`src/rtl/adder_result_buffer.sv`:
```
// rtl/adder_result_buffer.sv - show-ahead result FIFO behind the pipelined adder
// Captures {carry, sum} results, back-pressures the adder, keeps result statistics.
module adder_result_buffer #(
   parameter int WIDTH = 32,
   parameter int DEPTH = 4
) (
   input  logic                   clk,
   input  logic                   rst,
   input  logic                   flush,
   input  logic                   in_valid,
   input  logic [WIDTH-1:0]       in_sum,
   input  logic                   in_carry,
   output logic                   in_allow,
   output logic                   out_valid,
   input  logic                   out_ready,
   output logic [WIDTH-1:0]       out_sum,
   output logic                   out_carry,
   output logic [$clog2(DEPTH):0] count,
   output logic [15:0]            accepted_cnt,
   output logic [15:0]            carry_cnt
);

   localparam int AW = $clog2(DEPTH);
   localparam int CW = AW + 1;
   localparam logic [CW-1:0] FULL = CW'(DEPTH);

   logic [WIDTH:0]  mem_q [DEPTH];
   logic [AW-1:0]   wr_ptr_q, wr_ptr_d;
   logic [AW-1:0]   rd_ptr_q, rd_ptr_d;
   logic [CW-1:0]   count_q, count_d;
   logic [15:0]     accepted_q, accepted_d;
   logic [15:0]     carry_q, carry_d;
   logic            push;
   logic            pop;

   // in_allow depends only on registered occupancy: no ready-to-allow path when full
   assign in_allow     = (count_q != FULL);
   assign out_valid    = (count_q != '0);
   assign {out_carry, out_sum} = mem_q[rd_ptr_q];
   assign count        = count_q;
   assign accepted_cnt = accepted_q;
   assign carry_cnt    = carry_q;

   assign push = in_valid && in_allow && !flush;
   assign pop  = out_valid && out_ready && !flush;

   always_comb begin
      wr_ptr_d   = wr_ptr_q;
      rd_ptr_d   = rd_ptr_q;
      count_d    = count_q;
      accepted_d = accepted_q;
      carry_d    = carry_q;
      if (flush) begin
         wr_ptr_d = '0;
         rd_ptr_d = '0;
         count_d  = '0;
      end else begin
         if (push) begin
            wr_ptr_d   = wr_ptr_q + AW'(1);
            accepted_d = accepted_q + 16'd1;
            if (in_carry && carry_q != 16'hFFFF) begin
               carry_d = carry_q + 16'd1;
            end
         end
         if (pop) begin
            rd_ptr_d = rd_ptr_q + AW'(1);
         end
         case ({push, pop})
            2'b10:   count_d = count_q + CW'(1);
            2'b01:   count_d = count_q - CW'(1);
            default: count_d = count_q;
         endcase
      end
   end

   always_ff @(posedge clk) begin
      if (rst) begin
         wr_ptr_q   <= '0;
         rd_ptr_q   <= '0;
         count_q    <= '0;
         accepted_q <= '0;
         carry_q    <= '0;
      end else begin
         wr_ptr_q   <= wr_ptr_d;
         rd_ptr_q   <= rd_ptr_d;
         count_q    <= count_d;
         accepted_q <= accepted_d;
         carry_q    <= carry_d;
      end
   end

   // Storage is never cleared; occupancy alone decides what is valid
   always_ff @(posedge clk) begin
      if (push) begin
         mem_q[wr_ptr_q] <= {in_carry, in_sum};
      end
   end

endmodule

```
`config.mk`:
```
export PLATFORM = sky130hd
export DESIGN_NAME = adder_result_buffer
export DESIGN_NICKNAME = d
export VERILOG_FILES = /design/src/rtl/adder_result_buffer.sv
export SDC_FILE = /design/constraint.sdc
export NUM_CORES = 1
export LEC_CHECK = 0
export ABC_AREA = 0
export CORE_MARGIN = 3
export CORE_UTILIZATION = 45
export CTS_CLUSTER_SIZE = 10
export DETAILED_ROUTE_END_ITERATION = 12
export DONT_BUFFER_PORTS = 1
export PLACE_DENSITY = 0.62
export SYNTH_ARGS = -nofsm -noshare
export SYNTH_HDL_FRONTEND = slang
export SYNTH_SLANG_ARGS = --single-unit
```
`constraint.sdc`:
```
create_clock -name clk -period 1.91 [get_ports clk]
set_input_delay 0.191 -clock clk [delete_from_list [all_inputs] [get_ports clk]]
set_output_delay 0.191 -clock clk [all_outputs]
set_load 0.02 [all_outputs]
```
==> run metrics <==
status=finished, violations left; failing checks=hold timing, setup timing; antenna violations before repair=0; Slowest cell on crit path=or3_4; Crit Path Class=flip-flop to flip-flop; CTS root buf=clkbuf_16; Seq/Total Area, Yosys=0.7014; CTS buffer count=17; Hold WC Path Type=input port to flip-flop; P_int=0.006444 W; hold buffer count at cts=40; All-Layer GR Usage=0.1718; DP Wirelength=8434 um; Yosys warnings=0; final hold vios=23; placed insts=625; Switch Pwr=0.001633 W; Die Y=129.1 um; drt first pass iters=4; routed via count=3928; Max VDD drop=568.1 uV; Unique masters post-synth=39; clock slew at reported path FFs=70 ps; Fmax achieved=511.2 MHz; Slew HR=0.5917; critical path arrival=2300 ps; CP Cell Sequence=or3_4, and3b_1, ha_4, inv_2, fa_2, xor2_1, or3_1, a21oi_1; share of total power in sequential cells=0.508; Post-Layout Cell Count=701; unrepaired setup endpoints after global routing=true; critical path fanouts, max=3; Routed WL per cell=19.54 um; largest net degree at the start of global routing=39; DRC Markers=0; layout cells sized above 1=0.2824; Post-Syn Instances=412; Slew Viols, Final=0; Max Root-Sink Buffers=2; Post-Syn Nets=458; #FFs+latches synth=173; leakage=2.829 nW; cell area power density=940.1 mW/mm^2; DR iter-0 viols=244; top layer used by detailed routing=met4; Area Growth Syn to Fin=25.94%; Final Worst Setup Slack=-46.25 ps; Sink Count=173; antenna viol nets, final=0; Placeable Area=0.01470 mm^2; first-pass GRT wire length=21710 um; Core Rows=44; setup violators final=1; fin crit share=1.024; synthesized area per cell=16.56 um^2; IO Pins=108; final worst path period need=1956 ps; CP peak stage delay=390 ps; Die Wd=129.1 um; TNS Setup=-46.25 ps; Clock power frac=0.454; grt ovf=0; CP Capture Type=flip-flop; drt via density=5.603; Starting Density=0.4641; maxcap violations=0; final net count=550; Design Area, Final=0.008591 mm^2; clk_lat worst skew=420 ps; WL met2=6808 um; Gate power share=0.038; Clock Skew=9.849 ps; Placed Area=0.007437 mm^2; port buffer count=0; Hold WS=-165.7 ps; ant diodes=0; area of the mapped netlist=0.006822 mm^2; Worst Tran Pin Value=607.8 ps; die footprint=0.01667 mm^2; Switching Share=0.2021; Placer Congestion=0.7789; vias in the first global route=4088; Max H-tree Level=4; WP data required=2250 ps; CTS tree=done; met3 routed WL=833 um; Critical Path Start Type=flip-flop; final WL=13700 um; met1 WL=5805 um
## repair_timing
item                       CTS  global route
resized for setup            5            12
pin swaps                    3             1
buffers inserted             2             1
cloned                       0             1
setup endpoints to repair    2            19
hold endpoints to repair   162            23
## cell families after synthesis
kind of cell | Yosys count | synth area share
buf+inv | 28 | 0.01669
compound gates | 45 | 0.03980
mux | 38 | 0.1172
fa+ha+maj | 8 | 0.01577
simple gates | 108 | 0.09373
xor+xnor | 12 | 0.01541
flops | 173 | 0.7014
## power groups by stage
stage / registers [W] / logic [W] / clock network, W
final: 0.00410 / 0.000303 / 0.00367
after CTS: 0.00411 / 0.000304 / 0.00375
after detailed placement: 0.00419 / 0.000211 / 0
after global placement: 0.00419 / 0.000207 / 0
after global routing: 0.00411 / 0.000329 / 0.00393
after floorplan: 0.00420 / 0.000151 / 0
## sequential cells by signal, indices dropped and copies added, names as in the netlist, named ones only
signal / count
count: 3
carry_cnt: 16
mem_q: 132
wr_ptr_q: 2
rd_ptr_q: 2
accepted_cnt: 16
## cell type report
class,count,area [um^2]
clock buffers,18,429.2
clock inverters,14,205.2
fillers,1127,6108
inverters,11,41.29
multi-input cells,211,1998
flip-flops and latches,173,4798
well taps,184,230.2
repair buffers,90,888.4
## path summary, 6_finish.rpt
path	start	to	slack, ps	cells after the start
max	count[0]	count[2]	-50	8
min	rst	carry_cnt[14]	-170	1
max reg2reg	count[0]	count[2]	-50	8
min reg2reg	rd_ptr_q[1]	flip-flop	510	2
## cells in the final DEF, fill, tap and decap left out, drive strengths merged, types with 8 or more instances in the layout
cell type,instances
clkbuf,19
a21oi,21
nand3,14
or4,13
nor4,8
buf,49
dfxtp,41
dlygate4sd3,40
nor2,21
inv,16
nand2,9
nand4,10
mux4,33
o31ai,12
edfxtp,132
## critical path: cells and delay by family (launching register included)
family,cells,cell delay [ps]
XOR/XNOR,1,70
AO/OA/AOI/OAI,1,130
AND/OR/NAND/NOR,3,910
adder cells (fa/ha/maj),2,360
buffers and inverters,1,50
flip-flops,1,360
## stage by stage
step                  util  worst slack [ps]  power (W)
finish              0.5844            -46.25   0.008076
global route        0.5844            -86.33   0.008363
CTS                 0.5781            -63.30   0.008155
detailed placement  0.5060            -133.0   0.004401
global placement    0.5060             15.59   0.004395
floorplan                -            -194.6   0.004347
## per-layer routing
metal,GRT usage,vias up
met1,0.2090,1976
met4,0.06362,0
li1,-,1831
met3,0.05688,20
met5,0,-
met2,0.2869,101
## synthesized netlist by cell type
cell	count	share of area
a211oi_1	2	0.0022
a21oi_1	21	0.015
and2_1	1	0.00092
and2b_1	1	0.0011
and3_1	7	0.0064
and3b_1	2	0.0026
and4_1	4	0.0051
and4b_1	1	0.0015
buf_1	2	0.0011
buf_2	7	0.0051
clkbuf_1	8	0.0044
dfxtp_1	41	0.12
edfxtp_1	132	0.58
fa_1	1	0.0029
ha_1	7	0.013
inv_1	11	0.0061
mux2_2	5	0.0083
mux4_2	33	0.11
nand2_1	9	0.0050
nand2b_4	1	0.0020
nand3_1	14	0.010
nand4_1	9	0.0083
nand4_2	1	0.0018
nor2_1	21	0.012
nor2b_1	5	0.0046
nor3_1	1	0.00073
nor3b_1	1	0.0011
nor3b_2	1	0.0018
nor4_1	8	0.0073
o21a_1	1	0.0011
o21ai_0	7	0.0051
o21ba_2	1	0.0015
o31ai_1	12	0.013
o41ai_1	1	0.0013
or2_2	1	0.00092
or3_1	7	0.0064
or4_1	13	0.014
xnor2_1	7	0.0090
xor2_1	5	0.0064
Note: power is estimated with default switching activity, not from simulation.
